### config.mk
export PLATFORM = sky130hd
export DESIGN_NAME = fetch_prefetch_unit
export DESIGN_NICKNAME = d
export VERILOG_FILES = /design/src/rtl/fetch_pkg.sv /design/src/rtl/fetch_queue.sv /design/src/rtl/fetch_prefetch_unit.sv
export SDC_FILE = /design/constraint.sdc
export NUM_CORES = 1
export LEC_CHECK = 0
export ABC_AREA = 1
export CAP_MARGIN = 10
export CORE_UTILIZATION = 55
export DETAILED_ROUTE_END_ITERATION = 8
export MAX_ROUTING_LAYER = met4
export PLACE_DENSITY_LB_ADDON = 0.12
export SYNTH_ARGS = -nofsm -noshare
export SYNTH_HDL_FRONTEND = slang
export SYNTH_SLANG_ARGS = --single-unit
export TNS_END_PERCENT = 1
### constraint.sdc
create_clock -name CLK -period 5.3 [get_ports CLK]
set_input_delay 1.06 -clock CLK [delete_from_list [all_inputs] [get_ports CLK]]
set_output_delay 1.06 -clock CLK [all_outputs]
set_load 0.1 [all_outputs]
### src/rtl/fetch_pkg.sv
// fetch_pkg: shared FSM state, queue entry type and default sizes for the fetch front end.
package fetch_pkg;
  localparam int FETCH_ADDR_W = 16;
  localparam int FETCH_INSTR_W = 16;
  localparam int FETCH_DEPTH = 4;
  localparam int FETCH_PC_STEP = 2;
  localparam int FETCH_RESET_PC = 0;
  typedef enum logic [1:0] {IDLE, ISSUE, DISCARD} fetch_state_t;
  typedef struct packed {
    logic [FETCH_INSTR_W-1:0] instr;
    logic [FETCH_ADDR_W-1:0] pc;
  } fetch_entry_t;
endpackage

### src/rtl/fetch_queue.sv
// fetch_queue: synchronous FIFO of fetched {instr, pc} words with flush and a held head.
module fetch_queue import fetch_pkg::*; #(
  parameter int DEPTH = FETCH_DEPTH,
  parameter int W = FETCH_INSTR_W + FETCH_ADDR_W
) (
  input  logic                   clk,
  input  logic                   rst,
  input  logic                   push,
  input  logic                   pop,
  input  logic                   flush,
  input  logic [W-1:0]           wdata,
  output logic [W-1:0]           head,
  output logic [$clog2(DEPTH):0] count,
  output logic                   full,
  output logic                   empty
);
  localparam int AW = $clog2(DEPTH);
  localparam int CW = AW + 1;
  logic [W-1:0] mem [DEPTH];
  logic [W-1:0] held;
  logic [AW-1:0] rd, wr;
  logic do_push, do_pop;
  assign full = count == CW'(DEPTH);
  assign empty = count == '0;
  assign do_push = push & ~full & ~flush;
  assign do_pop = pop & ~empty & ~flush;
  // once drained, the head keeps presenting the last word it showed
  assign head = empty ? held : mem[rd];
  always_ff @(posedge clk)
    if (do_push) mem[wr] <= wdata;
  always_ff @(posedge clk or posedge rst)
    if (rst) begin
      rd <= '0;
      wr <= '0;
      count <= '0;
      held <= '0;
    end else begin
      held <= head;
      rd <= flush ? '0 : rd + AW'(do_pop);
      wr <= flush ? '0 : wr + AW'(do_push);
      count <= flush ? '0 : count + CW'(do_push) - CW'(do_pop);
    end
endmodule

### src/rtl/fetch_prefetch_unit.sv
// fetch_prefetch_unit: fetch FSM with one outstanding req/ack read, prefetch queue and redirect flush.
// FETCH_PERF_CNT_EN adds saturating perf_fetched / perf_stall / perf_flush counters.
module fetch_prefetch_unit import fetch_pkg::*; #(
  parameter int ADDR_W = FETCH_ADDR_W,
  parameter int INSTR_W = FETCH_INSTR_W,
  parameter int DEPTH = FETCH_DEPTH,
  parameter int PC_STEP = FETCH_PC_STEP,
  parameter int RESET_PC = FETCH_RESET_PC
) (
  input  logic               CLK,
  input  logic               RST,
  output logic               mem_req,
  output logic [ADDR_W-1:0]  mem_addr,
  input  logic               mem_ack,
  input  logic [INSTR_W-1:0] mem_rdata,
  output logic               instr_valid,
  output logic [INSTR_W-1:0] instr,
  output logic [ADDR_W-1:0]  instr_pc,
  input  logic               instr_ready,
  input  logic               redirect_valid,
  input  logic [ADDR_W-1:0]  redirect_pc
`ifdef FETCH_PERF_CNT_EN
  ,
  output logic [31:0]        perf_fetched,
  output logic [31:0]        perf_stall,
  output logic [15:0]        perf_flush
`endif
);
  localparam int CW = $clog2(DEPTH) + 1;
  fetch_state_t state, state_nx;
  logic [ADDR_W-1:0] fetch_pc, pc_nx, addr_nx;
  logic [CW-1:0] count, count_nx;
  logic [INSTR_W+ADDR_W-1:0] head;
  logic hold, push, pop, full, empty, space;
  assign hold = mem_req & ~mem_ack;
  assign push = mem_req & mem_ack & (state == ISSUE) & ~redirect_valid & ~full;
  assign pop = instr_valid & instr_ready & ~redirect_valid;
  // occupancy after this edge; the current request has retired whenever a new one may start
  assign count_nx = redirect_valid ? '0 : count + CW'(push) - CW'(pop);
  assign space = count_nx < CW'(DEPTH);
  assign instr_valid = ~empty;
  assign {instr, instr_pc} = head;
  always_comb begin
    pc_nx = redirect_valid ? redirect_pc : push ? fetch_pc + ADDR_W'(PC_STEP) : fetch_pc;
    state_nx = hold ? (redirect_valid ? DISCARD : state) : (space ? ISSUE : IDLE);
    addr_nx = hold ? mem_addr : pc_nx;
  end
  always_ff @(posedge CLK or posedge RST)
    if (RST) begin
      state <= IDLE;
      fetch_pc <= ADDR_W'(RESET_PC);
      mem_req <= 1'b0;
      mem_addr <= ADDR_W'(RESET_PC);
    end else begin
      state <= state_nx;
      fetch_pc <= pc_nx;
      mem_req <= state_nx != IDLE;
      mem_addr <= addr_nx;
    end
  fetch_queue #(.DEPTH(DEPTH), .W(INSTR_W + ADDR_W)) u_queue (
    .clk(CLK),
    .rst(RST),
    .push(push),
    .pop(pop),
    .flush(redirect_valid),
    .wdata({mem_rdata, fetch_pc}),
    .head(head),
    .count(count),
    .full(full),
    .empty(empty)
  );
`ifdef FETCH_PERF_CNT_EN
  always_ff @(posedge CLK or posedge RST)
    if (RST) begin
      perf_fetched <= '0;
      perf_stall <= '0;
      perf_flush <= '0;
    end else begin
      if (push && !(&perf_fetched)) perf_fetched <= perf_fetched + 32'd1;
      if (hold && !(&perf_stall)) perf_stall <= perf_stall + 32'd1;
      if (redirect_valid && !(&perf_flush)) perf_flush <= perf_flush + 16'd1;
    end
`endif
endmodule

# --- Word-level counts from Yosys, hierarchy flattened ---
# Memories as Yosys holds them, arrays and structs flattened.
# Cells that the tools add are included.
classes:
  addsub: 7
  n_lt_le_gt_ge: 1
  n_eq_ne: 2
  muxes: 12
  n_bitwise: 15
  reduce_logical: 2
ops:
  columns: ["op", "n"]
  rows:
  - ["two-way mux 16 bit", 2]
  - ["two-way mux 32 bit", 1]
  - ["adder 16 x 2 -> 16 bit, second input constant", 1]
  - ["bitwise AND 1 bit", 11]
  - ["two-way mux 2 bit", 4]
  - ["adder 3 x 1 -> 3 bit", 2]
  - ["two-way mux 3 bit", 2]
  - ["subtractor 3 x 1 -> 3 bit", 2]
  - ["adder 2 x 1 -> 2 bit", 2]
  - ["inverter 1 bit", 4]
  - ["equality test 3 bit, second input constant", 1]
  - ["zero test 3 bit", 1]
  - ["< comparator 3 bit, second input constant", 1]
  - ["two-way mux 1 bit", 3]
  - ["equality test 2 x 1 -> 1 bit, second input constant", 1]
  - ["nonzero test 2 bit", 1]
totals:
  ff_bits: 74
  ram_bits: 128
  input_bits: 37
  out_inout_bits: 50
  wordCells: 48
  mem_count: 1
memory_table:
  columns: ["name", "depth", "word_bits", "read_ports", "rd_clocked_by_memory_dff", "write_ports", "line_no", "text"]
  rows:
  - ["u_queue.mem", 4, 32, 1, 0, 1, "fetch_queue.sv:19", "logic [W-1:0] mem [DEPTH];"]

# --- Depth between registers and ports, before layout ---
# Gate-level depths: netlist of the first run.
depth:
  depth_word: 11
  ltp_mapped: 14
  depth_no_buf: 13

# --- Modules after synthesis ---
# A second synthesis of the first run with hierarchy kept.
unflattened:
  cells_unflattened: 934
  area_unflattened_um2: 8932.3
by_module_without_submodules:
  columns: ["module", "instances", "cells_per_inst", "area_each_um2", "seq_area_each_um2"]
  rows:
  - ["fetch_queue", 1, 684, 6977.9, 4819.6]
  - ["fetch_prefetch_unit", 1, 250, 1954.4, 875.8]

# --- Worst setup path after synthesis of the first run ---
# Ideal clock, no wire load.
synth_timing:
  path_kind: "register to output"
  from: "reg u_queue.count[1]"
  to: "out instr[10]"
  arrival_ns: 3.247
  required_time_ns: 4.240
  setup_slack_ns: 0.993
  stages_incl_launch_ff: 7
  path_buffers: 1
  path_cell_list: "dfrtp_1 > nor2_1 > inv_1 > nor2_1 > inv_2 > clkbuf_1 > a31oi_1"
synth_between:
  elab_chain_len: 2
synth_lines:
  columns: ["item", "line_no", "text"]
  rows:
  - ["start: declaration", "fetch_queue.sv:13", "output logic [$clog2(DEPTH):0] count,"]
  - ["start signal: assignment", "fetch_queue.sv:41", "count <= flush ? '0 : count + CW'(do_push) - CW'(do_pop);"]
  - ["zero test 3 bit", "fetch_queue.sv:24", "assign empty = count == '0;"]
  - ["two-way mux 32 bit", "fetch_queue.sv:28", "assign head = empty ? held : mem[rd];"]
  - ["end: declaration", "fetch_prefetch_unit.sv:17", "output logic [INSTR_W-1:0] instr,"]
# No other way between the ends.

# --- Worst setup path in the final report of the first run ---
layout_timing:
  from: "reg u_queue.rd[1]"
  to: "out instr[14]"
layout_between:
  elab_chain_len: 2
layout_lines:
  columns: ["item", "line_no", "text"]
  rows:
  - ["start: declaration", "fetch_queue.sv:21", "logic [AW-1:0] rd, wr;"]
  - ["start signal: assignment", "fetch_queue.sv:39", "rd <= flush ? '0 : rd + AW'(do_pop);"]
  - ["memory read (4 x 32 bit)", null, null]
  - ["two-way mux 32 bit", "fetch_queue.sv:28", null]
# No other way between the ends.

==> results.yml, run 1 <==
timing:
  rsz0062_at_grt: "false"
  finClkSkew_ps: 20.3
  hold_viol: 0
  setup_viol: 0
  tightest_slew_ps: 1190
  fin_setup_tns_ps: 0
  slew_violations: 0
  slew_headroom: 0.206
  finalCriticalPeriod_ps: 4090
  max_freq_mhz: 245
  finalCritPeriodShare: 0.771
routing:
  viasPerCell: 5.41
  routed_wirelength_mm: 16.4
  drc: 0
  drtIter0Drc: 379
  vias: 5517
  drt_pass1_iterations: 4
  avgRoutedWirePerCell_um: 16.1
  antenna_left: 0
global_routing:
  grtUsageTotal: 0.231
  grtUsageMet2: 0.389
  global_route.usage.met1: 0.293
  antenna_found_initial: 0
  grt_pass1_wl_mm: 26.3
  overflow: 0
  grt_max_degree: 66
  use_met3: 0.0339
  grt_busiest_layer: "met2"
  grt_pass1_vias: 5474
floorplanning:
  die_h_um: 124
  std_cell_rows: 44
  dieWidth_um: 124
  start_util: 0.562
  core_mm2: 0.0145
  io_pins: 87
  die_area_mm2: 0.0153
setup_path:
  r2r_cells: 6
  crit_required_ps: 4240
  cp-end-kind: "output pin"
  rrSetupSlack_ps: 2990
  worstPathArrival_ps: 3030
  crit_fanout: 34
  start_kind: "register"
  r2r_end: "u_queue.held[30]"
  r2r_start: "u_queue.rd[1]"
  critical_path_class: "reg2out"
clock_network:
  worstSkewPairLatency_ps: 500
  htree_num_levels: 1
  cts_sinks: 202
  cts_buffers: 21
  cts_hold_buf: 0
  cts_tree: "built"
  clockBufferDepth: 3
  postCtsSetupRepairBufs: 0
  cts-root-buf: "clkbuf_16"
  clk_pin_slew_ps: 60
  cts-resized-gates: 0
synth:
  synth_top_family_by_area: "simple AND/OR/NAND/NOR gates"
  yosysUniqueCellTypes: 32
  synth_mux_area_frac: 0
  ys_seq_elements: 202
  synth_fa_ha_area_frac: 0.0132
  netlist_instances: 735
  syn-num-nets: 780
  yosysWarnings: 0
  synth_compound_area_frac: 0.0759
  ys_seq_area_frac: 0.699
  synthSimpleGateAreaFrac: 0.167
  syn_area_mm2: 0.00814
  synth-xor-area-share: 0.00968
  avgSynthCellArea_um2: 11.1
hold_path:
  worstHoldStart: "mem_addr[1]"
  hold_path_depth: 2
  min_path_type: "reg2reg"
  hold_path_end: "mem_addr[1]"
layout:
  drive_gt1_frac: 0.122
  nNetsFinal: 865
  syn_to_final_growth_pct: 20.0
  fillers: 1067
  antenna_cells: 0
placed_design:
  gp_congestion: 0.866
  post-dp-hpwl_mm: 9.94
  io_buffers: 86
status:
  status: "finished, final reports clean"
flow_run:
  drv_cap: 0
## flip-flops by register name (all words and copies together) (netlist names)
signal / count
fetch_pc: 16
mem_addr: 16
mem_req: 1
state: 2
u_queue.count: 3
u_queue.held: 32
u_queue.mem: 128
u_queue.rd: 2
u_queue.wr: 2
## layer usage
| layer | wire length [um] | vias up |
|---|---|---|
| li1 | - | 2665 |
| met1 | 7150 | 2673 |
| met2 | 8230 | 152 |
| met3 | 749 | 27 |
| met4 | 320 | 0 |
| met5 | 0 | - |
## synth_stat cells
| cell | count | area, um2 |
|---|---|---|
| a31oi_1 | 34 | 213 |
| nand2_4 | 1 | 11.3 |
| buf_6 | 1 | 11.3 |
| nand4_1 | 4 | 25.0 |
| clkbuf_1 | 21 | 78.8 |
| or2_2 | 8 | 50.1 |
| a21boi_0 | 1 | 7.51 |
| nor2_4 | 1 | 11.3 |
| o21a_1 | 1 | 7.51 |
| edfxtp_1 | 128 | 3840 |
| o22ai_1 | 1 | 6.26 |
| nand3_1 | 28 | 140 |
| nor3_1 | 5 | 25.0 |
| dfrtp_1 | 74 | 1850 |
| nand2_2 | 1 | 6.26 |
| nor2_2 | 4 | 25.0 |
| a31o_2 | 1 | 8.76 |
| buf_1 | 2 | 7.51 |
| and2_1 | 4 | 25.0 |
| a21oi_1 | 1 | 5.00 |
| nor2_1 | 185 | 694 |
| inv_2 | 5 | 18.8 |
| o21ai_1 | 10 | 50.1 |
| xor2_1 | 7 | 61.3 |
| o21ai_0 | 61 | 305 |
| nand2_1 | 93 | 349 |
| xnor2_1 | 2 | 17.5 |
| a21boi_1 | 2 | 15.0 |
| buf_2 | 9 | 45.0 |
| fa_1 | 1 | 20.0 |
| inv_1 | 32 | 120 |
| ha_1 | 7 | 87.6 |
## metrics by stage
step / cell area (um2) / utilization / std cells / setup WS (ps) / hold slack, ps
floorplan: 8140 / - / 735 / 993 / 476
global placement: 9100 / 0.629 / 981 / 1440 / 465
detailed placement: 9100 / 0.629 / 981 / 1330 / 465
CTS: 9770 / 0.675 / 1019 / 1180 / 480
global route: 9770 / 0.675 / 1019 / 959 / 494
finish: 9770 / 0.675 / 1019 / 1210 / 478
## worst max-delay path by stage
| stage | endpoint | slack [ps] | depth (start not counted) | from |
|---|---|---|---|---|
| global placement | u_queue.count[2] | 1440 | 11 | redirect_valid |
| global route | instr[14] | 960 | 7 | u_queue.rd[1] |
| floorplan | instr[10] | 990 | 6 | u_queue.count[1] |
| detailed placement | u_queue.count[2] | 1330 | 11 | redirect_valid |
| CTS | instr[14] | 1180 | 7 | u_queue.rd[1] |
| finish | instr[14] | 1210 | 7 | u_queue.rd[1] |
## cells by family (layout without fill, tap and decap cells)
| kind of cell | count (synthesis) | count (layout) |
|---|---|---|
| buffers and inverters | 70 | 170 |
| AOI/OAI and AO/OA | 112 | 112 |
| xor gates and xnor gates | 9 | 9 |
| DFF | 202 | 202 |
| adders and majority gates | 8 | 8 |
| and+or+nand+nor | 334 | 334 |
## worst max-delay path, cell delays in order (launching register included)
cell	delay, ps
dfrtp_1	360
buf_4	260
inv_1	920
o21ai_0	290
o22ai_1	200
nand2_1	80
nand2_1	110
buf_4	290
## cells in the final DEF, fill, tap and decap left out, drive strengths merged, types with 34 or more instances in the layout
master         instances
buf                   41
nand2                 95
edfxtp               128
nor2                 190
clkdlybuf4s50         54
dfrtp                 74
inv                   37
o21ai                 71
a31oi                 34
## layout make-up
cell class / instances / area (um2) / area share
Multi-Input combinational cell: 463 / 2190 / 0.224
Sequential cell: 202 / 5700 / 0.583
Timing Repair Buffer: 95 / 848 / 0.0868
Tap cell: 184 / 230 / 0.0236
Inverter: 37 / 140 / 0.0143
Clock inverter: 10 / 85.1 / 0.00871
Clock buffer: 28 / 582 / 0.0596
Power of run 1 is not shown: default switching activity piles up to over one toggle a cycle in this logic, so the estimate is an artifact.
==> inputs of run 2 (changes only) <==
--- a/config.mk
+++ b/config.mk
@@ -7,7 +7,7 @@
 export LEC_CHECK = 0
 export ABC_AREA = 1
 export CAP_MARGIN = 10
-export CORE_UTILIZATION = 55
+export CORE_UTILIZATION = 51
 export DETAILED_ROUTE_END_ITERATION = 8
 export MAX_ROUTING_LAYER = met4
 export PLACE_DENSITY_LB_ADDON = 0.12
==> constraint.sdc (replaced) <==
create_clock -name CLK -period 3.45 [get_ports CLK]
set_input_delay 0.69 -clock CLK [delete_from_list [all_inputs] [get_ports CLK]]
set_output_delay 0.69 -clock CLK [all_outputs]
set_load 0.1 [all_outputs]
==> results.yml, run 2 (synthesis gave the netlist of run 1 again) <==
timing:
  rsz0062_at_grt: "false"
  setup_viol: 0
  fin_setup_tns_ps: 0
  hold_viol: 0
  finalCriticalPeriod_ps: 3210
  max_freq_mhz: 311
  slew_headroom: 0.346
  tightest_slew_ps: 979
  finClkSkew_ps: 17.5
  hold-worst-slack_ps: 485
  finalCritPeriodShare: 0.931
  slew_violations: 0
status:
  status: "finished, final reports clean"
layout:
  fillers: 1126
  stdcell_area_mm2: 0.0102
  top_regs: "u_queue.mem: 128 flops, u_queue.held: 32 flops"
  layout_commonest_cell: "nor2_1"
  regMostFlops: "u_queue.mem"
  regArea_mm2: 0.00570
  multi_input_area_mm2: 0.00219
  layout_common_cells: "nor2_1 (185), edfxtp_1 (128), nand2_1 (93)"
  syn_to_final_growth_pct: 25.7
  nNetsFinal: 871
  largest_register_ffs: 128
  drive_gt1_frac: 0.134
  antenna_cells: 0
  final_cells: 1052
clock_network:
  cts_tree: "built"
  htree_num_levels: 1
  cts_hold_buf: 0
  clk_pin_slew_ps: 60
  clockBufferDepth: 3
  cts_buffers: 21
  worstSkewPairLatency_ps: 490
  cts_sinks: 202
  cts-root-buf: "clkbuf_16"
floorplanning:
  std_cell_rows: 45
  die_area_mm2: 0.0165
  io_pins: 87
  core_mm2: 0.0154
  start_util: 0.530
  die_h_um: 128
  dieWidth_um: 128
routing:
  viasPerCell: 5.26
  drt_pass1_iterations: 5
  drtIter0Drc: 331
  antenna_left: 0
  drc: 0
  avgRoutedWirePerCell_um: 16.3
  routed_wirelength_mm: 17.1
  vias: 5534
placed_design:
  io_buffers: 86
  gp_congestion: 0.895
  post-dp-hpwl_mm: 10.1
  place_area_mm2: 0.00957
  place_inst: 1014
global_routing:
  grt_pass1_wl_mm: 27.5
  overflow: 0
  antenna_found_initial: 0
  grt_pass1_vias: 5407
  grtUsageTotal: 0.222
  grt_max_degree: 66
setup_path:
  worstPathArrival_ps: 2520
  crit_fanout: 53
  crit_required_ps: 2760
  start_kind: "register"
  critical_path_class: "reg2out"
  cp-end-kind: "output pin"
hold_path:
  min_path_type: "reg2reg"
flow_run:
  drv_cap: 0
-- run 2: cell count changes in the layout (fill, tap and decap cells not counted) --
cell,delta
clkinv_4,-1
a31oi_1,-1
clkinv_1,+3
a31oi_2,+1
buf_4,-18
clkdlybuf4s50_1,-9
clkinv_2,-5
clkbuf_1,+2
clkinvlp_4,+1
buf_12,+33
-- run 2: worst paths after layout --
kind,from,endpoint,slack (ps),depth (start not counted)
max in group asynchronous,RST,u_queue.held[13],2240,3
min in group asynchronous,RST,state[0],540,2
setup / recovery,u_queue.rd[0],instr_pc[15],240,4
hold / removal,mem_addr[14],mem_addr[14],480,2
setup reg to reg,u_queue.count[1],u_queue.count[2],1260,11
hold reg to reg,mem_addr[14],mem_addr[14],480,2
-- run 2: stage by stage --
step / util / setup WS [ps]
final: 0.666 / 237
after global routing: 0.666 / 42.9
after CTS: 0.666 / 158
after detailed placement: 0.623 / 680
after global placement: 0.623 / 725
after floorplan: - / -782
-- run 2: cell type report --
cell class	instances	area share
timing repair buffer	101	0.125
sequential	202	0.556
inverter	37	0.0137
tap	211	0.0258
multi-input combinational	463	0.214
clock buffer	30	0.0576
clock inverter	8	0.00684
-- run 2: timing repair --
item / in CTS / in global routing
endpoints found under the setup margin: 0 / 1
gates resized for setup: 0 / 1
setup buffers: 0 / 0
-- run 2: critical path, cell delays in order (launching register included) --
cell and delay (ps):
dfrtp_2 400, inv_2 590, o21ai_0 250, a31oi_1 500, buf_12 240
-- run 2: per-layer routing --
layer  part of all wire  global-route usage  up-vias
li1                   -                   -     2679
met1               0.44               0.296     2649
met2               0.49               0.355      172
met3              0.044              0.0287       34
met4              0.024              0.0775        0
met5                  0                   -        -
Power of run 2 is left out for the same reason.
==> inputs of run 3 (changes only) <==
--- a/config.mk
+++ b/config.mk
@@ -7,7 +7,8 @@
 export LEC_CHECK = 0
 export ABC_AREA = 1
 export CAP_MARGIN = 10
-export CORE_UTILIZATION = 51
+export CORE_UTILIZATION = 40
+export CTS_BUF_LIST = sky130_fd_sc_hd__clkbuf_4 sky130_fd_sc_hd__clkbuf_8 sky130_fd_sc_hd__clkbuf_16
 export DETAILED_ROUTE_END_ITERATION = 8
 export MAX_ROUTING_LAYER = met4
 export PLACE_DENSITY_LB_ADDON = 0.12
==> constraint.sdc (replaced) <==
create_clock -name CLK -period 2.8 [get_ports CLK]
set_input_delay 0.56 -clock CLK [delete_from_list [all_inputs] [get_ports CLK]]
set_output_delay 0.56 -clock CLK [all_outputs]
set_load 0.1 [all_outputs]
==> results.yml, run 3 (synthesis gave the netlist of run 1 again) <==
global_routing:
  antenna_found_initial: 0
  grt_max_degree: 45
  grt_pass1_vias: 5424
  overflow: 0
  grt_pass1_wl_mm: 28.3
  grtUsageTotal: 0.182
setup_path:
  worstPathArrival_ps: 2170
  startpoint: "u_queue.rd[0]"
  start_kind: "register"
  r2r_cells: 12
  critical_path_class: "reg2out"
  cp-end-kind: "output pin"
  crit_required_ps: 2240
  r2r_end: "u_queue.count[2]"
  path_delay_family: "flip-flops"
  crit_chain: "inv_2 > buf_12 > o21ai_0 > a31oi_1 > buf_12"
  cpPeakStageDelay_ps: 610
  rrSetupSlack_ps: 660
  crit_fanout: 36
  cp_num_cells: 5
  cp-endpoint: "instr_pc[9]"
  r2r_start: "u_queue.count[1]"
  cp_num_buf_inv: 3
  cpMostUsedCell: "buf_12"
  cpMaxStageDelayCell: "dfrtp_4"
layout:
  largest_register_ffs: 128
  antenna_cells: 0
  drive_gt1_frac: 0.198
  fillers: 1659
  regMostFlops: "u_queue.mem"
  layout_commonest_cell: "nor2_1"
  top_regs: "u_queue.mem: 128 flops, u_queue.held: 32 flops"
  nNetsFinal: 879
  stdcell_area_mm2: 0.0108
  layout_common_cells: "nor2_1 (184), edfxtp_1 (128), nand2_1 (93)"
  syn_to_final_growth_pct: 32.2
timing:
  slew_violations: 0
  hold-worst-slack_ps: 278
  finClkSkew_ps: 6.52
  slew_headroom: 0.712
  hold_viol: 0
  finalCritPeriodShare: 0.975
  setup_viol: 0
  finalCriticalPeriod_ps: 2730
  rsz0062_at_grt: "true"
  max_freq_mhz: 366
  tightest_slew_ps: 431
placed_design:
  post-dp-hpwl_mm: 10.9
  io_buffers: 86
  gp_congestion: 0.835
  place_area_mm2: 0.00985
floorplanning:
  die_area_mm2: 0.0209
  io_pins: 87
  start_util: 0.413
  die_h_um: 145
  std_cell_rows: 51
  dieWidth_um: 145
  core_mm2: 0.0197
routing:
  met3_length_um: 761
  viasPerCell: 4.93
  drt_pass1_iterations: 4
  drtIter0Drc: 269
  vias: 5494
  top_layer_used: "met4"
  wl_met2_mm: 8.57
  avgRoutedWirePerCell_um: 15.7
  drc: 0
  wl_met1_mm: 7.78
  routed_wirelength_mm: 17.5
  antenna_left: 0
clock_network:
  htree_num_levels: 1
  cts_buffers: 22
  worstSkewPairLatency_ps: 500
  clockBufferDepth: 3
  cts-root-buf: "clkbuf_16"
  cts_tree: "built"
  cts_sinks: 202
  clk_pin_slew_ps: 60
  cts_hold_buf: 0
hold_path:
  min_path_type: "in2async"
flow_run:
  drv_cap: 0
status:
  status: "finished, final reports clean"
-- run 3: cell types whose count changed in the layout (fill, tap and decap cells not counted), moves of 5 or more --
cell and change:
a31oi_1 -29, a31oi_2 +26, clkdlybuf4s50_1 -9, buf_12 +8
clkbuf_1 -6, clkbuf_4 +5
-- run 3: what timing repair did --
action / CTS / global route
resized for setup: 16 / 16
setup endpoints to repair: 26 / 30
setup buffers: 0 / 0
pin swaps: 0 / 1
-- run 3: layout make-up --
type	instances	area [um2]	area share
multi-input combinational	463	2430	0.226
clock buffer	29	627	0.0582
timing repair buffer	108	1430	0.133
tap	265	332	0.0308
inverter	37	143	0.0132
sequential	202	5700	0.529
clock inverter	11	108	0.00999
-- run 3: per-stage QoR --
stage | util | setup TNS [ps] | worst slack [ps] | std cells
detailed placement | 0.500 | 0 | 212 | 1075
CTS | 0.541 | -0.377 | -0.377 | 1115
global route | 0.546 | -230 | -51.5 | 1115
global placement | 0.500 | 0 | 248 | 1075
floorplan | - | -72850 | -506 | 735
finish | 0.546 | 0 | 70.9 | 1115
-- run 3: worst min path at each step --
stage                     start           endpoint  slack (ps)
floorplan           fetch_pc[0]  u_queue.mem[0][0]         480
global placement    mem_addr[6]        mem_addr[6]         470
detailed placement  mem_addr[1]        mem_addr[1]         470
CTS                         RST   u_queue.count[2]         270
global route                RST   u_queue.count[1]         280
finish                      RST   u_queue.count[1]         280
-- run 3: per-layer routing --
metal / vias up / GRT usage
met2: 130 / 0.312
met3: 24 / 0.0273
met4: 0 / 0.0471
met1: 2636 / 0.225
li1: 2704 / -
met5: - / -
Power of run 3 is left out for the same reason.
